[src/rtl/sevenseg_scan.sv]
`default_nettype none
// ============================================================================
//  Module   : sevenseg_scan
//  Brief    : Multiplexed common-anode seven-segment driver with double-
//             buffered display data, per-digit blanking, leading-zero
//             suppression and PWM brightness. All pin outputs are registered.
//             Optional feature macro: SEVENSEG_BLINK_EN adds a blink_mask
//             input and a BLINK_LOG2-bit frame counter that gates the
//             selected anodes off while the counter MSB is set.
//  Revision : 1.0 - initial release
// ============================================================================
module sevenseg_scan #(
  parameter int NUM_DIGITS    = 4,
  parameter int PRESCALE_BITS = 15,
`ifdef SEVENSEG_BLINK_EN
  parameter int BLINK_LOG2    = 6,
`endif
  parameter int BRIGHT_BITS   = 4
) (
  input  logic                    clk1,
  input  logic                    rst1,
  input  logic                    load,
  input  logic [4*NUM_DIGITS-1:0] data_in,
  input  logic [NUM_DIGITS-1:0]   dp_in,
  input  logic [NUM_DIGITS-1:0]   blank_in,
  input  logic                    lzs,
  input  logic [BRIGHT_BITS-1:0]  bright,
`ifdef SEVENSEG_BLINK_EN
  input  logic [NUM_DIGITS-1:0]   blink_mask,
`endif
  output logic [6:0]              seg1,
  output logic [NUM_DIGITS-1:0]   an1,
  output logic                    dp1,
  output logic                    frame_tick,
  output logic                    upd_pend
);

  localparam int                IDX_W    = $clog2(NUM_DIGITS);
  localparam logic [IDX_W-1:0]  LAST_IDX = IDX_W'(NUM_DIGITS - 1);

  // Scan position
  logic [PRESCALE_BITS-1:0] pre_q, pre_d;
  logic [IDX_W-1:0]         idx_q, idx_d;

  // Pending and active display buffers
  logic [4*NUM_DIGITS-1:0]  pend_data_q, pend_data_d;
  logic [NUM_DIGITS-1:0]    pend_dp_q, pend_dp_d;
  logic [NUM_DIGITS-1:0]    pend_blank_q, pend_blank_d;
  logic [4*NUM_DIGITS-1:0]  act_data_q, act_data_d;
  logic [NUM_DIGITS-1:0]    act_dp_q, act_dp_d;
  logic [NUM_DIGITS-1:0]    act_blank_q, act_blank_d;
  logic                     upd_pend_q, upd_pend_d;

  // Frame tick is delayed twice from the boundary so it lines up with the
  // registered pins showing digit 0 of the new frame.
  logic                     new_frame_q, new_frame_d;
  logic                     frame_tick_q, frame_tick_d;

  // Registered pins
  logic [6:0]               seg1_q, seg1_d;
  logic [NUM_DIGITS-1:0]    an1_q, an1_d;
  logic                     dp1_q, dp1_d;

`ifdef SEVENSEG_BLINK_EN
  logic [BLINK_LOG2-1:0]    blink_cnt_q, blink_cnt_d;
`endif

  // Scan decode helpers
  logic                     slot_end;
  logic                     boundary;
  logic [3:0]               cur_nib;
  logic                     cur_dp;
  logic                     cur_blank;
  logic                     cur_supp;
  logic                     cur_blink_off;
  logic                     zero_run;
  logic                     lit;

  // Standard hex glyphs, segments {g,f,e,d,c,b,a}, active low
  function automatic logic [6:0] hex_glyph(input logic [3:0] nib);
    logic [6:0] g;
    case (nib)
      4'h0:    g = 7'h40;
      4'h1:    g = 7'h79;
      4'h2:    g = 7'h24;
      4'h3:    g = 7'h30;
      4'h4:    g = 7'h19;
      4'h5:    g = 7'h12;
      4'h6:    g = 7'h02;
      4'h7:    g = 7'h78;
      4'h8:    g = 7'h00;
      4'h9:    g = 7'h10;
      4'hA:    g = 7'h08;
      4'hB:    g = 7'h03;
      4'hC:    g = 7'h46;
      4'hD:    g = 7'h21;
      4'hE:    g = 7'h06;
      default: g = 7'h0E;
    endcase
    return g;
  endfunction

  // Next-state: prescaler, digit index, buffer transfers and pending flag
  always_comb begin
    slot_end = &pre_q;
    boundary = slot_end && (idx_q == LAST_IDX);

    pre_d = pre_q + 1'b1;
    idx_d = idx_q;
    if (slot_end) begin
      idx_d = (idx_q == LAST_IDX) ? '0 : idx_q + 1'b1;
    end

    pend_data_d  = pend_data_q;
    pend_dp_d    = pend_dp_q;
    pend_blank_d = pend_blank_q;
    if (load) begin
      pend_data_d  = data_in;
      pend_dp_d    = dp_in;
      pend_blank_d = blank_in;
    end

    // A load coinciding with the boundary bypasses the pending buffer
    act_data_d  = act_data_q;
    act_dp_d    = act_dp_q;
    act_blank_d = act_blank_q;
    upd_pend_d  = upd_pend_q;
    if (boundary) begin
      upd_pend_d = 1'b0;
      if (load) begin
        act_data_d  = data_in;
        act_dp_d    = dp_in;
        act_blank_d = blank_in;
      end else if (upd_pend_q) begin
        act_data_d  = pend_data_q;
        act_dp_d    = pend_dp_q;
        act_blank_d = pend_blank_q;
      end
    end else if (load) begin
      upd_pend_d = 1'b1;
    end

    new_frame_d  = boundary;
    frame_tick_d = new_frame_q;

`ifdef SEVENSEG_BLINK_EN
    blink_cnt_d = boundary ? blink_cnt_q + 1'b1 : blink_cnt_q;
`endif
  end

  // Pin decode: select the current digit, apply suppression, blank, PWM
  always_comb begin
    cur_nib       = 4'h0;
    cur_dp        = 1'b0;
    cur_blank     = 1'b1;
    cur_supp      = 1'b0;
    cur_blink_off = 1'b0;
    zero_run      = 1'b1;

    // Walk from the most significant digit down; a digit is suppressed
    // while every nibble from the top down to it is zero.
    for (int i = NUM_DIGITS - 1; i >= 0; i--) begin
      zero_run = zero_run && (act_data_q[4*i +: 4] == 4'h0);
      if (idx_q == IDX_W'(i)) begin
        cur_nib   = act_data_q[4*i +: 4];
        cur_dp    = act_dp_q[i];
        cur_blank = act_blank_q[i];
        cur_supp  = lzs && (i != 0) && zero_run;
`ifdef SEVENSEG_BLINK_EN
        cur_blink_off = blink_cnt_q[BLINK_LOG2-1] && blink_mask[i];
`endif
      end
    end

    lit = !cur_blank && !cur_blink_off &&
          (bright > pre_q[PRESCALE_BITS-1 -: BRIGHT_BITS]);

    // While the anode is off, segments and dp are parked inactive
    seg1_d = 7'h7F;
    if (lit && !cur_supp) begin
      seg1_d = hex_glyph(cur_nib);
    end
    dp1_d = !(lit && cur_dp);

    an1_d = '1;
    for (int i = 0; i < NUM_DIGITS; i++) begin
      an1_d[i] = !(lit && (idx_q == IDX_W'(i)));
    end
  end

  // State and output registers with synchronous reset
  always_ff @(posedge clk1) begin
    if (rst1) begin
      pre_q        <= '0;
      idx_q        <= '0;
      pend_data_q  <= '0;
      pend_dp_q    <= '0;
      pend_blank_q <= '1;
      act_data_q   <= '0;
      act_dp_q     <= '0;
      act_blank_q  <= '1;
      upd_pend_q   <= 1'b0;
      new_frame_q  <= 1'b0;
      frame_tick_q <= 1'b0;
      seg1_q       <= 7'h7F;
      an1_q        <= '1;
      dp1_q        <= 1'b1;
`ifdef SEVENSEG_BLINK_EN
      blink_cnt_q  <= '0;
`endif
    end else begin
      pre_q        <= pre_d;
      idx_q        <= idx_d;
      pend_data_q  <= pend_data_d;
      pend_dp_q    <= pend_dp_d;
      pend_blank_q <= pend_blank_d;
      act_data_q   <= act_data_d;
      act_dp_q     <= act_dp_d;
      act_blank_q  <= act_blank_d;
      upd_pend_q   <= upd_pend_d;
      new_frame_q  <= new_frame_d;
      frame_tick_q <= frame_tick_d;
      seg1_q       <= seg1_d;
      an1_q        <= an1_d;
      dp1_q        <= dp1_d;
`ifdef SEVENSEG_BLINK_EN
      blink_cnt_q  <= blink_cnt_d;
`endif
    end
  end

  assign seg1       = seg1_q;
  assign an1        = an1_q;
  assign dp1        = dp1_q;
  assign frame_tick = frame_tick_q;
  assign upd_pend   = upd_pend_q;

endmodule
`default_nettype wire

[config.mk]
export PLATFORM = sky130hd
export DESIGN_NAME = sevenseg_scan
export DESIGN_NICKNAME = d
export VERILOG_FILES = /design/src/rtl/sevenseg_scan.sv
export SDC_FILE = /design/constraint.sdc
export NUM_CORES = 1
export LEC_CHECK = 0
export ABC_AREA = 1
export CAP_MARGIN = 30
export CORE_MARGIN = 2
export CORE_UTILIZATION = 33
export DETAILED_ROUTE_END_ITERATION = 12
export PLACE_DENSITY = 0.59
export RECOVER_POWER = 25
export SYNTH_ARGS = -nofsm -noshare
export SYNTH_HDL_FRONTEND = slang
export SYNTH_SLANG_ARGS = --single-unit
export TNS_END_PERCENT = 10
[constraint.sdc]
create_clock -name clk1 -period 3.1 [get_ports clk1]
set_input_delay 0.62 -clock clk1 [delete_from_list [all_inputs] [get_ports clk1]]
set_output_delay 0.62 -clock clk1 [all_outputs]
set_load 0.01 [all_outputs]
# Yosys cells after proc, flatten, opt, wreduce, memory -nomap -nowiden
# Memories as Yosys holds them, arrays and structs flattened. A register that Yosys moved wholly into a read port is not among the register bits.
# Index checks and enable logic that the tools add are counted.
[word_totals]
regBits = 73
romBits = 112
in_bits = 32
out_inout_bits = 14
word_cells = 73
memories = 1
[mem_list]
columns = ["memory", "words", "word_bits", "read_ports", "rd_ports_with_merged_regs", "wr", "line_no", "source"]
rows = [
  ["(name not given)", 16, 7, 1, 1, 0, "82", "case (nib)"],
]
[classes]
addsub = 2
magnitude_cmp = 1
n_eq_ne = 3
n_mux = 23
n_bitwise = 1
reduce_logical = 29
[ops]
columns = ["cell", "n"]
rows = [
  ["$mux W16", 2],
  ["$mux W4", 8],
  ["$add A15 B1 Y15 const B", 1],
  ["$reduce_and A15 Y1", 1],
  ["$logic_and A1 B1 Y1", 13],
  ["$logic_not A4 Y1", 3],
  ["$mux W1", 12],
  ["$logic_not A1 Y1", 7],
  ["$eq A2 B2 Y1 const B", 2],
  ["$gt A4 B4 Y1", 1],
  ["$reduce_or A2 Y1", 2],
  ["$add A2 B1 Y2 const B", 1],
  ["$eq A2 B1 Y1 const B", 1],
  ["$logic_not A2 Y1", 1],
  ["$mux W2", 1],
  ["$reduce_and A2 Y1", 1],
  ["$reduce_bool A2 Y1", 1],
  ["$not A1 Y1", 1],
]

# Longest topological paths before layout
# Gate-level depths: netlist of run 1.
[depth]
word_depth = 10
mapped_depth = 14
mapped_depth_nobuf = 13

# Worst setup path before layout of run 1
# No wires, ideal clock.
[synth_timing]
path_type = "flip-flop to flip-flop"
from = "reg idx_q[0]"
to = "reg seg1_q[2], in the netlist seg1[2]"
setup_ns = 0.124
t_arrival_ns = 1.764
setup_slack_ns = 1.212
stages_incl_launch_ff = 14
path_buffers = 0
path_cell_list = "dfxtp_1 -> inv_1 -> ha_1 -> nor2_2 -> nand2_1 -> nand3_1 -> nand2_1 -> inv_1 -> ha_1 -> inv_1 -> nand3_1 -> nand2_1 -> nand2_1 -> nand2_1"
[synth_via]
elab_chain_cells = 10
[synth_rtl]
columns = ["element", "line_no", "source"]
rows = [
  ["from (decl)", "43", "logic [IDX_W-1:0] idx_q, idx_d;"],
  ["from (signal assigned)", "213", "idx_q <= idx_d;"],
  ["$eq A2 B2 Y1", "164", "if (idx_q == IDX_W'(i)) begin"],
  ["$mux W1 (4 in series)", "164", ""],
  ["$logic_not A1 Y1", "175", "lit = !cur_blank && !cur_blink_off &&"],
  ["$logic_and A1 B1 Y1", "175", ""],
  ["$logic_and A1 B1 Y1", "180", "if (lit && !cur_supp) begin"],
  ["$not A1 Y1 (no line)", "-", ""],
  ["$reduce_or A2 Y1 (no line)", "-", ""],
  ["to (decl)", "60", "logic [6:0] seg1_q, seg1_d;"],
]
# Parallel ways exist; a longest one is shown, timed or not.
# A chain may end at the register's enable or synchronous reset.

==> results of run 1 <==
==> cells in the final DEF, fill, tap and decap left out, types with 2 or more instances in the layout <==
cell and count:
inv_1 37, o21bai_1 2, inv_2 2, bufinv_16 3, nor2_1 31, o21ai_0 7, a31oi_1 2, nand2_1 157
clkbuf_16 9, nor3_1 3, a21oi_1 57, ha_1 15, nor2_2 3, nand4_1 25, buf_4 3, nand2_2 10
dfxtp_1 80, clkbuf_1 3, clkdlybuf4s50_1 44, or2_2 4, nand3_1 48
==> worst max-delay path by stage <==
stage / from / to / depth (start not counted)
floorplan: idx_q[0] / seg1[2] / 13
global placement: bright[0] / seg1[4] / 9
detailed placement: load / act_data_q[4] / 7
CTS: idx_q[1] / seg1[2] / 13
global route: rst1 / pre_q[12] / 6
finish: rst1 / pre_q[6] / 6
==> where the power goes <==
part | switching (uW) | internal, uW | total [uW] | leakage [uW]
Combinational | 73.3 | 62.2 | 136 | 0.00111
Clock | 417 | 809 | 1230 | 0.000170
Sequential | 7.40 | 1050 | 1060 | 0.000651
Total | 498 | 1920 | 2420 | 0.00193
==> registers in the layout, summed over array words and instances (netlist names) <==
signal / cells
act_data_q: 16
pend_data_q: 16
pre_q: 15
seg1: 7
act_blank_q: 4
act_dp_q: 4
an1: 4
pend_blank_q: 4
pend_dp_q: 4
idx_q: 2
dp1: 1
frame_tick: 1
frame_tick_d: 1
upd_pend: 1
==> per-stage QoR <==
| step | setup slack, ps | std cells | hold slack, ps |
|---|---|---|---|
| 2_1_floorplan | 1210 | 519 | 388 |
| 3_3_place_gp | 809 | 688 | 418 |
| 3_5_place_dp | 784 | 688 | 421 |
| 4_1_cts | 790 | 704 | 430 |
| 5_1_grt | 481 | 704 | 462 |
| 6_report | 662 | 704 | 427 |
==> metal layers <==
metal / vias up / track usage, % / part of all wire [%]
met5: - / 0 / 0
li1: 1768 / - / -
met3: 6 / 3.86 / 4.0
met2: 71 / 23.2 / 46
met1: 1529 / 18.6 / 49
met4: 0 / 5.43 / 1.1
==> critical path: stages <==
cell and delay, ps:
dlygate4sd3_1 530, clkbuf_1 280, inv_1 250, clkbuf_1 650
o21ai_0 190, a21oi_1 160
==> synth_stat cells, types with 2 or more instances <==
library cell	n
a21oi_1	57
nand2_2	10
inv_2	2
nand4_1	25
nor2_1	31
a31oi_1	2
buf_6	5
or2_2	4
clkbuf_1	6
inv_1	37
o21bai_1	2
dfxtp_1	80
buf_4	3
nand3_1	48
buf_2	6
nor2_2	3
nor3_1	3
nand2_1	157
clkbuf_8	5
ha_1	15
o21ai_0	7
==> kinds of logic after synthesis <==
| kind of cell | count (synthesis) | synth area share (%) |
|---|---|---|
| buffers and inverters | 65 | 9.17 |
| flip-flops | 80 | 41.9 |
| AO/OA/AOI/OAI | 69 | 9.31 |
| adder cells (fa/ha/maj) | 15 | 4.91 |
| AND/OR/NAND/NOR | 288 | 34.2 |
| XOR/XNOR | 2 | 0.459 |
==> layout make-up <==
cell class / count / area (sq um)
clock buffers: 11 / 243
fillers: 1196 / 6740
inverters: 40 / 150
flip-flops and latches: 80 / 1600
multi-input cells: 374 / 1870
well taps: 143 / 179
repair buffers: 51 / 485
clock inverters: 5 / 104
==> results_dict.tcl, run 1 <==
set metrics [dict create \
    drcViolationCount 0 \
    fmax_mhz 410 \
    placed_area_sq_mm 0.00429 \
    clockBufferDepth 2 \
    worstPathRequired_ps 3360 \
    synth-main-ff-cell "dfxtp_1" \
    totalWireLength_mm 8.49 \
    tightest_slew_ps 859 \
    io_pins 46 \
    r2r_cells 13 \
    reg2reg_to "seg1[2]" \
    tns_ps 0 \
    worstSetupPathType "primary input to register" \
    min_period_ps 2440 \
    syn_to_final_growth_pct 21.2 \
    htree_levels 3 \
    core_area_sq_mm 0.0114 \
    cts_resized 0 \
    overflow 0 \
    grtUsageTotal_pct 14.4 \
    p_leak_uw 0.00193 \
    netlist_instances 519 \
    slew_viol_final 0 \
    yosys.area.top_type "dfxtp_1" \
    min_period_over_period_pct 78.6 \
    synth_area_leaders "dfxtp_1 (42%), nand2_1 (15%), a21oi_1 (7.5%)" \
    cp_max_fo 18 \
    holdPathStages 2 \
    vias_per_cell 4.79 \
    numPortBuffers 45 \
    fin_worst_skew_ps 4.55 \
    hold_path_end "frame_tick" \
    start_util_pct 33.6 \
    cts_tree "done" \
    synth_fp_nets 566 \
    yosysWarnings 0 \
    critPathLaunchType "primary input" \
    clk_latency_ps 330 \
    setup_viol 0 \
    r2r_start "idx_q[1]" \
    first_pass_iters 4 \
    cts_buffers 9 \
    total_power_uw 2420 \
    rsz0062_at_grt "no" \
    min_from "frame_tick_d" \
    max_cap_violations 0 \
    grt_start_max_net_pins 42 \
    netlist-cell-type-count 32 \
    die_y_microns 112 \
    cts_hold_buf 0 \
    powerDensity_mw_per_mm2 523 \
    layout-drive-gt1-share_pct 7.66 \
    clkSinkCount 80 \
    seq_area_frac_synth_pct 41.9 \
    clkTransAtPathRegs_ps 60 \
    worstPathArrival_ps 2700 \
    dieArea_sq_mm 0.0124 \
    diodes 0 \
    cp-end-kind "register" \
    final-hold-violation-count 0 \
    vdd.ir_drop.worst_uv 240 \
    ant_nets 0 \
    synthArstFlopShare_pct 0 \
    antenna_found_initial 0 \
    final_area_sq_mm 0.00463 \
    via_count 3374 \
    postLayoutCoreUtil_pct 40.7 \
    initialDrtViolationCount 179 \
    synth_top_area_share_pct 41.9 \
    synth_edf_count 0 \
    dpl.hpwl_mm 6.05 \
    post_cts_buffers 0 \
    die_w_microns 112 \
    ys_ff_latch 80 \
    syn_avg_cell_area_sq_um 7.36 \
    wire_per_inst_microns 12.1 \
    syn_area_sq_mm 0.00382 \
    grt_pass1_vias 3169 \
    relSlewSlack_pct 42.8 \
    fin_nets 603 \
    ctsRootBufferMaster "clkbuf_16" \
    row_count 39 \
    grt_pass1_wl_mm 14.6 \
    status "finished, final reports clean" \
    reg2reg_slack_ps 780 \
    hold_path_class "register to register" \
    gp_congestion 0.853 \
]
Power figures use the tool's default switching activity.
==> run 2, diff against run 1 <==
--- a/config.mk
+++ b/config.mk
@@ -10,7 +10,7 @@
 export CORE_MARGIN = 2
 export CORE_UTILIZATION = 33
 export DETAILED_ROUTE_END_ITERATION = 12
-export PLACE_DENSITY = 0.59
+export PLACE_DENSITY = 0.61
 export RECOVER_POWER = 25
 export SYNTH_ARGS = -nofsm -noshare
 export SYNTH_HDL_FRONTEND = slang
==> constraint.sdc (replaced) <==
create_clock -name clk1 -period 2 [get_ports clk1]
set_input_delay 0.4 -clock clk1 [delete_from_list [all_inputs] [get_ports clk1]]
set_output_delay 0.4 -clock clk1 [all_outputs]
set_load 0.01 [all_outputs]
==> run 2 against run 1 <==
Clock skew grew 1.5 ps. Clock-buffer cell count grew 1. Non-clock buffer count grew 14. Via count shrank 1.7%. Critical path depth grew 5. Power grew 44%. Combinational power grew 53%. Critical path type is now register to register. Sequential share of layout area shrank 0.71 points. Global-route usage shrank 0.26 points. Flip-flop and latch count is the same. Cell area grew 2.4%. Highest routed layer unchanged. Utilization grew 0.98 points.
==> results_dict.tcl, run 2 (synthesis results as in run 1) <==
set metrics [dict create \
    holdPathStages 2 \
    diodes 0 \
    first_pass_iters 4 \
    clkTransAtPathRegs_ps 60 \
    grtUsageTotal_pct 14.2 \
    routed.top_layer "met4" \
    wl_met2_mm 3.75 \
    worstPathArrival_ps 2050 \
    timing.final.ws_setup_ps 161 \
    cp-end-kind "register" \
    rsz0062_at_grt "no" \
    ant_nets 0 \
    hold_ws_ps 433 \
    drcViolationCount 0 \
    r2r_start "idx_q[0]" \
    initialDrtViolationCount 125 \
    p_leak_uw 0.00197 \
    start_util_pct 33.6 \
    io_pins 46 \
    p_switching_uw 747 \
    vdd.ir_drop.worst_uv 611 \
    seq_power_share_pct 47.1 \
    dpl_worst_slack_ps -50.4 \
    die_w_microns 112 \
    reg2reg_slack_ps 160 \
    syn_to_final_growth_pct 24.1 \
    clockBufferDepth 2 \
    total_power_uw 3470 \
    cp_max_fo 6 \
    pwr-share-comb_pct 6.0 \
    tightest_slew_ps 888 \
    wl_met1_mm 4.04 \
    status "finished, final reports clean" \
    startpoint "idx_q[0]" \
    wl_met3_microns 388 \
    final-hold-violation-count 0 \
    dpl.hpwl_mm 6.34 \
    core_area_sq_mm 0.0114 \
    p_sw_share_pct 21.5 \
    hold_path_class "register to register" \
    min_period_over_period_pct 91.9 \
    worstSetupPathType "register to register" \
    ctsRootBufferMaster "clkbuf_16" \
    critPathLaunchType "register" \
    slew_viol_final 0 \
    vias_per_cell 4.62 \
    row_count 39 \
    wire_per_inst_microns 11.6 \
    antenna_found_initial 0 \
    relSlewSlack_pct 40.8 \
    grt_pass1_wl_mm 14.5 \
    grt_start_max_net_pins 45 \
    final_common_cell "nand2_1" \
    max_cap_violations 0 \
    setup_viol 0 \
    worstPathRequired_ps 2210 \
    grt_pass1_vias 3233 \
    hold_path_end "frame_tick" \
    fin_nets 617 \
    reg2reg_to "seg1[5]" \
    fmax_mhz 544 \
    final_cell_mix "nand2_1 (155), dfxtp_1 (78), a21oi_1 (57)" \
    p_int_uw 2730 \
    min_from "frame_tick_d" \
    layout-drive-gt1-share_pct 11.7 \
    overflow 0 \
    die_y_microns 112 \
    reg.largest.list "act_data_q x16, pend_data_q x16, pre_q x15" \
    dieArea_sq_mm 0.0124 \
    cts_buffers 9 \
    clk_latency_ps 340 \
    p_clk_share_pct 46.9 \
    htree_levels 3 \
    via_count 3316 \
    gp_congestion 0.892 \
    powerDensity_mw_per_mm2 733 \
    totalWireLength_mm 8.35 \
    cts_tree "done" \
    clkSinkCount 80 \
    fin_worst_skew_ps 6.01 \
    min_period_ps 1840 \
    r2r_cells 11 \
    numPortBuffers 45 \
]
-- run 2: metrics by stage --
stage / util, % / TNS [ps] / cell area (sq um) / instances
6_report: 41.7 / 0 / 4740 / 718
4_1_cts: 41.5 / 0 / 4720 / 718
3_5_place_dp: 38.8 / -234 / 4410 / 702
3_3_place_gp: 38.8 / 0 / 4410 / 702
5_1_grt: 41.7 / 0 / 4740 / 718
2_1_floorplan: - / 0 / 3820 / 519
-- run 2: layout make-up --
cell class | instances | area (sq um)
clock buffer | 12 | 246
tap | 143 | 179
multi-input combinational | 374 | 1920
timing repair buffer | 65 | 588
clock inverter | 4 | 53.8
inverter | 40 | 150
sequential | 80 | 1610
fill | 1193 | 6630
-- run 2: worst max path at each step --
stage | end | cells after the start
after floorplan | seg1[2] | 13
after global placement | seg1[1] | 9
after detailed placement | seg1[3] | 9
after CTS | seg1[0] | 11
after global routing | seg1[0] | 10
final | seg1[5] | 11
-- run 2: worst max-delay path, stage by stage, from the launching register on --
cell     delay, ps
dfxtp_4        360
inv_2           90
ha_4           170
inv_2           40
or2_2          270
nand2_2        130
inv_1          100
ha_1           220
nand3_1        130
nand2_1         70
nand2_1         60
nand3_1         70
-- run 2: power by group through the flow --
stage	Clock (uW)	Sequential, uW	Combinational [uW]
detailed placement	0	1670	217
global route	1740	1640	235
floorplan	0	1670	127
global placement	0	1670	213
finish	1630	1640	208
CTS	1680	1640	218
-- run 2: routing by layer --
metal  vias to the layer above  GRT usage (%)
met5                         -              0
met4                         0           5.51
met3                        13           3.76
met2                        61           22.9
met1                      1449           18.2
li1                       1793              -
-- run 2: what timing repair did --
item,4_1_cts,5_1_grt
pin swaps,1,0
setup endpoints to repair,5,11
hold buffers,0,0
resized for setup,4,13
buffers inserted,0,0
==> run 3, diff against run 2 <==
--- a/config.mk
+++ b/config.mk
@@ -9,6 +9,7 @@
 export CAP_MARGIN = 30
 export CORE_MARGIN = 2
 export CORE_UTILIZATION = 33
+export CTS_BUF_LIST = sky130_fd_sc_hd__clkbuf_4
 export DETAILED_ROUTE_END_ITERATION = 12
 export PLACE_DENSITY = 0.61
 export RECOVER_POWER = 25
==> run 3 against run 2 <==
Flip-flop and latch count unchanged. Worst hold slack better by 5.4 ps. Final cell count increased by 0.14%. Fmax decreased by 2.5%. Sequential power about the same.
==> results_dict.tcl, run 3 (synthesis results as in run 1) <==
set metrics [dict create \
    status "finished, final reports clean" \
    totalWireLength_mm 8.38 \
    cp_max_fo 6 \
    htree_levels 3 \
    clkSinkCount 80 \
    fmax_mhz 530 \
    tightest_slew_ps 890 \
    relSlewSlack_pct 40.7 \
    crit_chain "inv_2, ha_4, inv_2, or2_2, nand2_2, inv_1, ha_1, nand3_1, nand2_1, nand2_1, nand3_1" \
    first_pass_iters 5 \
    ctsRootBufferMaster "clkbuf_4" \
    max_cap_violations 0 \
    timing.final.ws_setup_ps 114 \
    vias_per_cell 4.66 \
    ant_nets 0 \
    hold_path_class "register to register" \
    initialDrtViolationCount 178 \
    r2r_start "idx_q[0]" \
    crit_buf_inv 3 \
    dpl_worst_slack_ps -50.4 \
    final_cell_mix "nand2_1 (155), dfxtp_1 (78), a21oi_1 (57)" \
    gp_congestion 0.892 \
    grt_start_max_net_pins 45 \
    powerDensity_mw_per_mm2 611 \
    dieArea_sq_mm 0.0124 \
    rsz0062_at_grt "yes" \
    tns_ps 0 \
    clockBufferDepth 2 \
    row_count 39 \
    p_leak_uw 0.00190 \
    critPathTopFamily "simple AND/OR/NAND/NOR gates" \
    core_area_sq_mm 0.0114 \
    worstSetupPathType "register to register" \
    drcViolationCount 0 \
    syn_to_final_growth_pct 20.2 \
    final-hold-violation-count 0 \
    grtUsageTotal_pct 14.1 \
    worstPathRequired_ps 2320 \
    antenna_found_initial 1 \
    overflow 0 \
    worst_path_max_delay_cell "dfxtp_4" \
    fin_nets 617 \
    via_count 3350 \
    dpl.hpwl_mm 6.34 \
    grt_pass1_vias 3219 \
    start_util_pct 33.6 \
    clkTransAtPathRegs_ps 130 \
    numPortBuffers 45 \
    wire_per_inst_microns 11.7 \
    reg2reg_slack_ps 110 \
    reg.largest.list "act_data_q x16, pend_data_q x16, pre_q x15" \
    final_common_cell "nand2_1" \
    reg2reg_to "seg1[5]" \
    min_period_over_period_pct 94.3 \
    critPathLaunchType "register" \
    die_y_microns 112 \
    vdd.ir_drop.worst_uv 388 \
    fin_worst_skew_ps 15.2 \
    setup_viol 0 \
    critPathMaxStageDelay_ps 390 \
    cts_tree "done" \
    io_pins 46 \
    cp-end-kind "register" \
    total_power_uw 2810 \
    layout-drive-gt1-share_pct 12.2 \
    hold_ws_ps 439 \
    path_depth 11 \
    cts_buffers 9 \
    worstPathArrival_ps 2210 \
    clk_latency_ps 440 \
    grt_pass1_wl_mm 14.4 \
    die_w_microns 112 \
    slew_viol_final 0 \
    cp-endpoint "seg1[5]" \
    min_period_ps 1890 \
    r2r_cells 11 \
    startpoint "idx_q[0]" \
]
[run 3: cell types whose count changed in the layout (fill, tap and decap cells not counted), sizes merged]
cell / before / now
diode: 0 / 1
buf: 16 / 18
clkbuf: 16 / 13
clkinv: 2 / 3
[run 3: how the worst min path moves through the flow]
stage	startpoint	end	slack (ps)	cells past startpoint
finish	frame_tick_d	frame_tick	440	2
global route	frame_tick_d	frame_tick	460	2
CTS	frame_tick_d	frame_tick	450	2
detailed placement	frame_tick_d	frame_tick	430	2
global placement	pre_q[0]	pre_q[0]	430	1
floorplan	frame_tick_d	frame_tick	390	2
[run 3: report_power, final]
part / switching, uW / internal, uW
Clock: 552 / 407
Combinational: 110 / 100
Sequential: 11.0 / 1630
[run 3: timing repair]
item | in CTS | in global routing
pin swaps | 1 | 0
resized for setup | 5 | 13
endpoints found under the setup margin | 5 | 18
setup buffers | 0 | 0
hold buffers | 0 | 0
[run 3: layer usage]
layer  GRT usage (%)  vias to the layer above  share of wire (%)
met5               0                        -                  0
met4            5.51                        0                1.8
met3            4.08                       11                5.0
met2            22.6                       79                 45
met1            18.1                     1455                 48
li1                -                     1805                  -
[run 3: layout make-up]
type                            count  area (sq um)
Multi-Input combinational cell    374          1920
Inverter                           40           150
Sequential cell                    80          1610
Timing Repair Buffer               65           594
Fill cell                        1217          6780
Clock inverter                      5          57.6
Antenna cell                        1          2.50
Tap cell                          143           179
Clock buffer                       11          82.6
[run 3: tightest hold or removal path: cells and delay by family (launching register included)]
family | cells | cell delay [ps]
buf+inv | 1 | 60
flops | 1 | 320
simple gates | 1 | 40
[run 3: metrics by stage]
| step | util (%) | cell area [sq um] | cells |
|---|---|---|---|
| 6_report | 40.4 | 4590 | 719 |
| 5_1_grt | 40.4 | 4590 | 719 |
| 4_1_cts | 40.1 | 4560 | 718 |
| 3_5_place_dp | 38.8 | 4410 | 702 |
| 3_3_place_gp | 38.8 | 4410 | 702 |
| 2_1_floorplan | - | 3820 | 519 |
